**src/rtl/run_ctrl_pkg.sv**
```systemverilog
// Shared types and default sizing for the CPU run controller.
package run_ctrl_pkg;

  typedef enum logic [2:0] {
    ST_HALTED,
    ST_RUNNING,
    ST_STEP,
    ST_DRAIN,
    ST_CPU_RST
  } run_state_e;

  typedef enum logic [1:0] {
    OP_RUN       = 2'b00,
    OP_STEP      = 2'b01,
    OP_STOP      = 2'b10,
    OP_CPU_RESET = 2'b11
  } cmd_op_e;

  localparam int unsigned DEF_DRAIN_CYCLES = 3;
  localparam int unsigned DEF_RST_CYCLES   = 4;
  localparam int unsigned DEF_CNT_W        = 32;

endpackage

```
**src/rtl/event_counter.sv**
```systemverilog
// Free-running wrap-around event counter with enable and synchronous clear.
module event_counter #(
  parameter int unsigned CNT_W = 32
) (
  input  logic             clk_i,
  input  logic             rst_i,
  input  logic             en_i,
  input  logic             clr_i,
  output logic [CNT_W-1:0] count_o
);

  always_ff @(posedge clk_i or posedge rst_i) begin
    if (rst_i)      count_o <= '0;
    else if (clr_i) count_o <= '0;
    else if (en_i)  count_o <= count_o + CNT_W'(1);
  end

endmodule

```
**src/rtl/cpu_run_ctrl.sv**
```systemverilog
// Host-facing run/step/stop/reset controller for the CPU pipeline, with
// fetch-cycle and retired-instruction performance counters.
module cpu_run_ctrl
  import run_ctrl_pkg::*;
#(
  parameter int unsigned DRAIN_CYCLES = DEF_DRAIN_CYCLES,
  parameter int unsigned RST_CYCLES   = DEF_RST_CYCLES,
  parameter int unsigned CNT_W        = DEF_CNT_W
) (
  input  logic             clk_i,
  input  logic             rst_i,
  input  logic             cmd_valid_i,
  input  logic [1:0]       cmd_op_i,
  output logic             cmd_ready_o,
  input  logic             halt_seen_i,
  input  logic             retire_i,
  output logic             fetch_en_o,
  output logic             cpu_rst_o,
  output logic             halted_o,
  output logic             step_done_o,
  output logic [CNT_W-1:0] cycle_count_o,
  output logic [CNT_W-1:0] retired_count_o
);

  localparam int unsigned TMR_MAX = (DRAIN_CYCLES > RST_CYCLES) ? DRAIN_CYCLES : RST_CYCLES;
  localparam int unsigned TMR_W   = (TMR_MAX > 1) ? $clog2(TMR_MAX) : 1;
  localparam logic [TMR_W-1:0] DRAIN_LOAD = TMR_W'(DRAIN_CYCLES - 1);
  localparam logic [TMR_W-1:0] RST_LOAD   = TMR_W'(RST_CYCLES - 1);

  run_state_e       state_q, state_d;
  logic [TMR_W-1:0] tmr_q, tmr_d;
  logic             from_step_q, from_step_d;
  logic             halt_q;
  logic             step_done_d;
  logic             cmd_acc, halt_rise;
  cmd_op_e          op;

  assign op        = cmd_op_e'(cmd_op_i);
  assign cmd_acc   = cmd_valid_i & cmd_ready_o;
  assign halt_rise = halt_seen_i & ~halt_q;

  always_comb begin
    state_d     = state_q;
    tmr_d       = tmr_q;
    from_step_d = from_step_q;
    step_done_d = 1'b0;
    case (state_q)
      ST_HALTED: begin
        if (cmd_acc) begin
          case (op)
            OP_RUN:       state_d = ST_RUNNING;
            OP_STEP:      state_d = ST_STEP;
            OP_CPU_RESET: begin
              state_d = ST_CPU_RST;
              tmr_d   = RST_LOAD;
            end
            default:      ;
          endcase
        end
      end
      ST_RUNNING: begin
        // CPU_RESET outranks both STOP and a coincident halt edge.
        if (cmd_acc && op == OP_CPU_RESET) begin
          state_d = ST_CPU_RST;
          tmr_d   = RST_LOAD;
        end else if ((cmd_acc && op == OP_STOP) || halt_rise) begin
          state_d     = ST_DRAIN;
          tmr_d       = DRAIN_LOAD;
          from_step_d = 1'b0;
        end
      end
      ST_STEP: begin
        state_d     = ST_DRAIN;
        tmr_d       = DRAIN_LOAD;
        from_step_d = 1'b1;
      end
      ST_DRAIN: begin
        if (tmr_q == '0) begin
          state_d     = ST_HALTED;
          step_done_d = from_step_q;
        end else begin
          tmr_d = tmr_q - 1'b1;
        end
      end
      ST_CPU_RST: begin
        if (tmr_q == '0) state_d = ST_HALTED;
        else             tmr_d   = tmr_q - 1'b1;
      end
      default: state_d = ST_HALTED;
    endcase
  end

  // Outputs are decoded from the next state so they leave a flop directly.
  always_ff @(posedge clk_i or posedge rst_i) begin
    if (rst_i) begin
      state_q     <= ST_HALTED;
      tmr_q       <= '0;
      from_step_q <= 1'b0;
      halt_q      <= 1'b0;
      fetch_en_o  <= 1'b0;
      cpu_rst_o   <= 1'b0;
      halted_o    <= 1'b1;
      step_done_o <= 1'b0;
      cmd_ready_o <= 1'b1;
    end else begin
      state_q     <= state_d;
      tmr_q       <= tmr_d;
      from_step_q <= from_step_d;
      halt_q      <= halt_seen_i;
      fetch_en_o  <= (state_d == ST_RUNNING) || (state_d == ST_STEP);
      cpu_rst_o   <= (state_d == ST_CPU_RST);
      halted_o    <= (state_d == ST_HALTED);
      step_done_o <= step_done_d;
      cmd_ready_o <= (state_d == ST_HALTED) || (state_d == ST_RUNNING);
    end
  end

  event_counter #(.CNT_W(CNT_W)) u_cycle_cnt (
    .clk_i   (clk_i),
    .rst_i   (rst_i),
    .en_i    (fetch_en_o),
    .clr_i   (cpu_rst_o),
    .count_o (cycle_count_o)
  );

  event_counter #(.CNT_W(CNT_W)) u_retired_cnt (
    .clk_i   (clk_i),
    .rst_i   (rst_i),
    .en_i    (retire_i & ~cpu_rst_o),
    .clr_i   (cpu_rst_o),
    .count_o (retired_count_o)
  );

endmodule

```
**config.mk**
```make
export PLATFORM = sky130hd
export DESIGN_NAME = cpu_run_ctrl
export DESIGN_NICKNAME = d
export VERILOG_FILES = /design/src/rtl/run_ctrl_pkg.sv /design/src/rtl/event_counter.sv /design/src/rtl/cpu_run_ctrl.sv
export SDC_FILE = /design/constraint.sdc
export NUM_CORES = 1
export LEC_CHECK = 0
export ABC_CLOCK_PERIOD_IN_PS = 4750
export CORE_MARGIN = 1.5
export CORE_UTILIZATION = 56
export DETAILED_ROUTE_END_ITERATION = 16
export GPL_TIMING_DRIVEN = 0
export PLACE_DENSITY_LB_ADDON = 0.25
export SYNTH_ARGS = -nofsm -noshare
export SYNTH_HDL_FRONTEND = slang
export SYNTH_SLANG_ARGS = --single-unit
```
**constraint.sdc**
```tcl
create_clock -name clk_i -period 4.75 [get_ports clk_i]
set_input_delay 0.7125 -clock clk_i [delete_from_list [all_inputs] [get_ports clk_i]]
set_output_delay 0.7125 -clock clk_i [all_outputs]
set_load 0.005 [all_outputs]
```
* Word level (Yosys, flattened, before mapping)
Index checks and enable logic that the tools add are counted.
Cells by class: add/sub/neg operators 3, eq/ne operators 16, multiplexer cells 21, bitwise operators 5, reductions and logical operators 16
Operator list (number):
- 2-to-1 mux 32 bit | 4
- adder 32 x 1 -> 32 bit, second input constant | 2
- 2-to-1 mux 3 bit | 4
- case mux 3 bit (4 select lines) | 1
- 2-to-1 mux 2 bit | 5
- inequality test 2 bit, second input constant | 5
- equality test 3 x 2 -> 1 bit, second input constant | 3
- case mux 3 bit (3 select lines) | 1
- case mux 2 bit (4 select lines) | 1
- equality test 3 x 1 -> 1 bit, second input constant | 2
- equality test 3 bit, second input constant | 2
- zero test 3 bit | 2
- nonzero test 2 bit | 3
- AND reduction 5 bit | 1
- equality test 2 bit, second input constant | 2
- zero test 2 bit | 2
- 2-to-1 mux 1 bit | 4
- nonzero test 4 bit | 1
- AND 1 bit | 3
- logical OR 1 bit | 3
- inequality test 3 bit, second input constant | 1
- AND reduction 3 bit | 1
- equality test 2 x 1 -> 1 bit, second input constant | 1
- logical AND 1 bit | 2
- 4 further kinds | 5
Word-level totals: bits in registers 76, input port bits 7, output and inout port bits 69, word-level logic and storage cells 72

* Logic depth before layout (Yosys ltp)
depth in word-level cells 8, gate-level depth with buffers 7, gate-level depth less buffers 6

* Hierarchy
From an unflattened synthesis, not the netlist that was laid out.
Unflattened totals: cells, all modules 435, area total of the unflattened synthesis 4115.2 um^2
By module, submodules not included:
- event_counter | instances 2, cells an instance 184, area each 1749.2 um^2, sequential area each 800.8 um^2
- cpu_run_ctrl | instances 1, cells an instance 67, area each 616.8 um^2, sequential area each 302.8 um^2

* Worst setup path before layout
Ideal clock, no wire load.
path kind input -> register, start input retire_i, end register u_retired_cnt.count_o[31], setup time 78 ps, arrival 2078 ps, data required time 4672 ps, path slack 2594 ps, stages 6, buffers on the path 2, cells stage by stage buf_2 and3_1 clkbuf_1 nand4_1 or4_1 a21oi_1
On the way: word-level cells in the longest chain between the ends 2
Ends and longest elaborated chain:
- start, declared | RTL line cpu_run_ctrl.sv:16 | input logic retire_i,
- AND 1 bit | RTL line cpu_run_ctrl.sv:129 | .en_i (retire_i & ~cpu_rst_o),
- nonzero test 2 bit (no source line)
- end signal, assigned | RTL line event_counter.sv:15 | else if (en_i) count_o <= count_o + CNT_W'(1);
- end, declared | RTL line event_counter.sv:9 | output logic [CNT_W-1:0] count_o
Every way passes these cells. A chain may end at the register's enable or synchronous reset.

* Worst setup path in the final report
start register u_retired_cnt.count_o[6], end register u_retired_cnt.count_o[26]
On the way: word-level cells in the longest chain between the ends 3
Ends and longest elaborated chain:
- adder 32 x 1 -> 32 bit | RTL line event_counter.sv:15
- 2-to-1 mux 32 bit | RTL line event_counter.sv:15
- 2-to-1 mux 32 bit | RTL line event_counter.sv:14 | else if (clr_i) count_o <= '0;
Every way passes these cells. The select of a mux whose other input is x is not followed.

==> impl_metrics.tcl <==
set metrics [dict create \
    seq_area_frac_synth 0.4836 \
    crit_fanout 10 \
    ys_ff_latch 76 \
    cp.required_ns 4.98 \
    worstRegToRegCells 6 \
    htreeDepth 3 \
    postCtsSetupBuffers 0 \
    synth_area_per_cell_sq_um 9.580 \
    ctsResizeCount 0 \
    finalSetupViolCount 0 \
    dieArea_sq_um 7543 \
    routedWlPerCell_um 15.62 \
    maxCapViolations 0 \
    finalNetCount 507 \
    arrival_ns 2.55 \
    ios 76 \
    ant_nets 0 \
    grt_pass1_wl_um 15630 \
    clock_sinks 76 \
    endpoint_kind "flop" \
    area_delta_synth_final_pct 28.98 \
    clk_pin_slew_ns 0.08 \
    async_reset_ff_frac 1.000 \
    clk_latency_ns 0.34 \
    drive_gt1_frac 0.06773 \
    synth_nets 421 \
    setup_tns_ns 0 \
    grt_usage 0.2588 \
    routed_wl_um 9340 \
    pre_cts_slack_ns 2.288 \
    fmax_mhz 431.0 \
    port_buffers 74 \
    finalCriticalPeriod_ns 2.320 \
    die_x_um 86.85 \
    yosys_warnings 0 \
    path_cells "nand4_2 -> or3_1 -> clkbuf_1 -> buf_2 -> nor4_1 -> mux2_1" \
    vias 3608 \
    core_sq_um 6794 \
    antennaDiodeCount 0 \
    setup_slack_ns 2.430 \
    die_h_um 86.85 \
    cp_num_cells 6 \
    critPathKind "reg -> reg" \
    place_congestion 0.9045 \
    cts_inserted_buffers 9 \
    slowest_stage "dfrtp_1" \
    syn-instance-count 411 \
    worstMarginPinSlew_ns 0.7180 \
    netlist_area_sq_um 3938 \
    path_buf_inv 2 \
    cts_tree "built" \
    overflow 0 \
    hold_depth 2 \
    clockRootBuffer "clkbuf_8" \
    ys_types 47 \
    synth-edff-count 0 \
    hold_violations 0 \
    num_rows 30 \
    start_util 0.5796 \
    crit_family "simple AND/OR/NAND/NOR gates" \
    rsz0062_at_grt "false" \
    irDropWorstVdd_v 0.0003489 \
    firstDrtPassIters 5 \
    fillers 493 \
    drv_slew 0 \
    cts_hold_buf 0 \
    fin_skew_ns 0.007304 \
    finalCritPeriodShare 0.4885 \
    drt_iter0_markers 201 \
    powerDensity_nw_per_um2 365.9 \
    antenna_found_initial 0 \
    p_leak_uw 0.002007 \
    vias_per_cell 6.033 \
    start_kind "flop" \
    grt_max_degree 65 \
    synthFlopType "dfrtp_1" \
    slew_headroom 0.5090 \
    status "finished, final reports clean" \
    hpwl_um 6556 \
    grt_pass1_vias 3423 \
    critPathMaxStageDelay_ns 0.49 \
    clockBufferDepth 2 \
    hold_class "reg -> reg" \
    r2r_slack_ns 2.43 \
    drc 0 \
]
[report_power, final]
group | leakage (uW) | internal [uW] | switching (uW)
registers | 0.00102 | 730 | 83.9
clock network | 0.000127 | 377 | 236
logic | 0.000858 | 219 | 212
total | 0.00201 | 1330 | 531
[logic make-up after synthesis]
family / share of synthesized area
flops: 0.4836
compound gates: 0.1331
buf+inv: 0.03718
simple gates: 0.2606
fa+ha+maj: 0.009534
xor+xnor: 0.05116
mux: 0.02478
[worst reg2reg max path, cell delays in order (launching register included)]
cell and delay, ns:
dfrtp_1 0.49, nand4_2 0.26, or3_1 0.44, clkbuf_1 0.21
buf_2 0.23, nor4_1 0.23, mux2_1 0.36
[flip-flops by register name, summed over array words and instances (netlist names)]
name	cells
u_retired_cnt.count_o	32
cmd_ready_o	1
from_step_q	1
step_done_o	1
cpu_rst_o	1
state_q	3
u_cycle_cnt.count_o	32
halted_o	1
halt_q	1
tmr_q	2
fetch_en_o	1
[cell type report]
class,instances,area (sq um),share of cell area
Timing Repair Buffer,75,768.2,0.1513
Multi-Input combinational cell,299,1887,0.3715
Clock inverter,4,95.09,0.01872
Inverter,12,47.55,0.009362
Tap cell,96,120.1,0.02365
Clock buffer,12,155.1,0.03055
Sequential cell,76,1904,0.3750
Buffer,24,101.3,0.01996
[final timing paths]
check / start / to
min in group asynchronous: rst_i / u_cycle_cnt.count_o[27]
setup reg to reg: u_retired_cnt.count_o[6] / u_retired_cnt.count_o[26]
setup / recovery: u_retired_cnt.count_o[6] / u_retired_cnt.count_o[26]
hold reg to reg: from_step_q / step_done_o
hold / removal: from_step_q / step_done_o
max in group asynchronous: rst_i / cmd_ready_o
[synthesized netlist by cell type, types with 2 or more instances]
cell       n  share of area
o31ai_1   27          0.051
nor2b_1    5         0.0079
a21oi_1   37          0.047
xnor2_1   10          0.022
dfrtp_1   74           0.47
dfstp_2    2          0.013
or3_1      8          0.013
and2_1     3         0.0048
nand3_1   22          0.028
or2_2      2         0.0032
mux2i_1    3         0.0076
clkbuf_1  19          0.018
ha_1       3         0.0095
xor2_1    13          0.029
mux2_2     4          0.011
mux2_1     2         0.0057
o221ai_1   2         0.0044
a31oi_1    3         0.0048
nand4_1   15          0.024
and4_1     9          0.020
inv_1     12          0.011
nor3_1     5         0.0064
and3_1     6         0.0095
buf_2      3         0.0038
or4_1     28          0.053
nor2_1    32          0.031
nand2_1   25          0.024
o21ai_0    7         0.0089
nor4_1     9          0.014
nand2b_1   4         0.0064
[per-stage QoR]
stage / hold WS [ns] / instances / total power (uW) / utilization / instance area, sq um
6_report: 0.5186 / 598 / 1858 / 0.7475 / 5079
5_1_grt: 0.5388 / 598 / 1954 / 0.7475 / 5079
4_1_cts: 0.5201 / 598 / 1864 / 0.7475 / 5079
3_5_place_dp: 0.5120 / 582 / 1256 / 0.7107 / 4828
3_3_place_gp: 0.4936 / 581 / 1234 / 0.7063 / 4798
2_1_floorplan: 0.4733 / 411 / 1063 / - / 3938
[metal layers]
layer  track usage  up-vias  wire [um]
li1              -     1721          -
met5             0        -          0
met1        0.3290     1773       4053
met3       0.05687       16        438
met4       0.07771        0        130
met2        0.4426       98       4717
[cell usage in the layout (no fill, tap or decap), types with 2 or more instances in the layout]
cell type and count:
and3_1 6, nor3_1 5, a21oi_1 37, clkbuf_1 20, dfstp_2 2, nor4_1 9
or4_1 28, nand3_1 22, mux2i_1 3, mux2_1 2, xor2_1 13, a31oi_1 3
nand2b_1 4, nor2b_1 5, and2_1 3, o31ai_1 27, clkdlybuf4s50_1 74, nand4_1 15
mux2_2 4, and4_1 9, nand2_1 25, o21ai_0 7, inv_1 11, clkbuf_8 11
o221ai_1 2, buf_2 3, dfrtp_1 74, or2_2 2, ha_1 3, xnor2_1 10
bufinv_16 3, nor2_1 32, or3_1 8
Power figures use the tool's default switching activity.
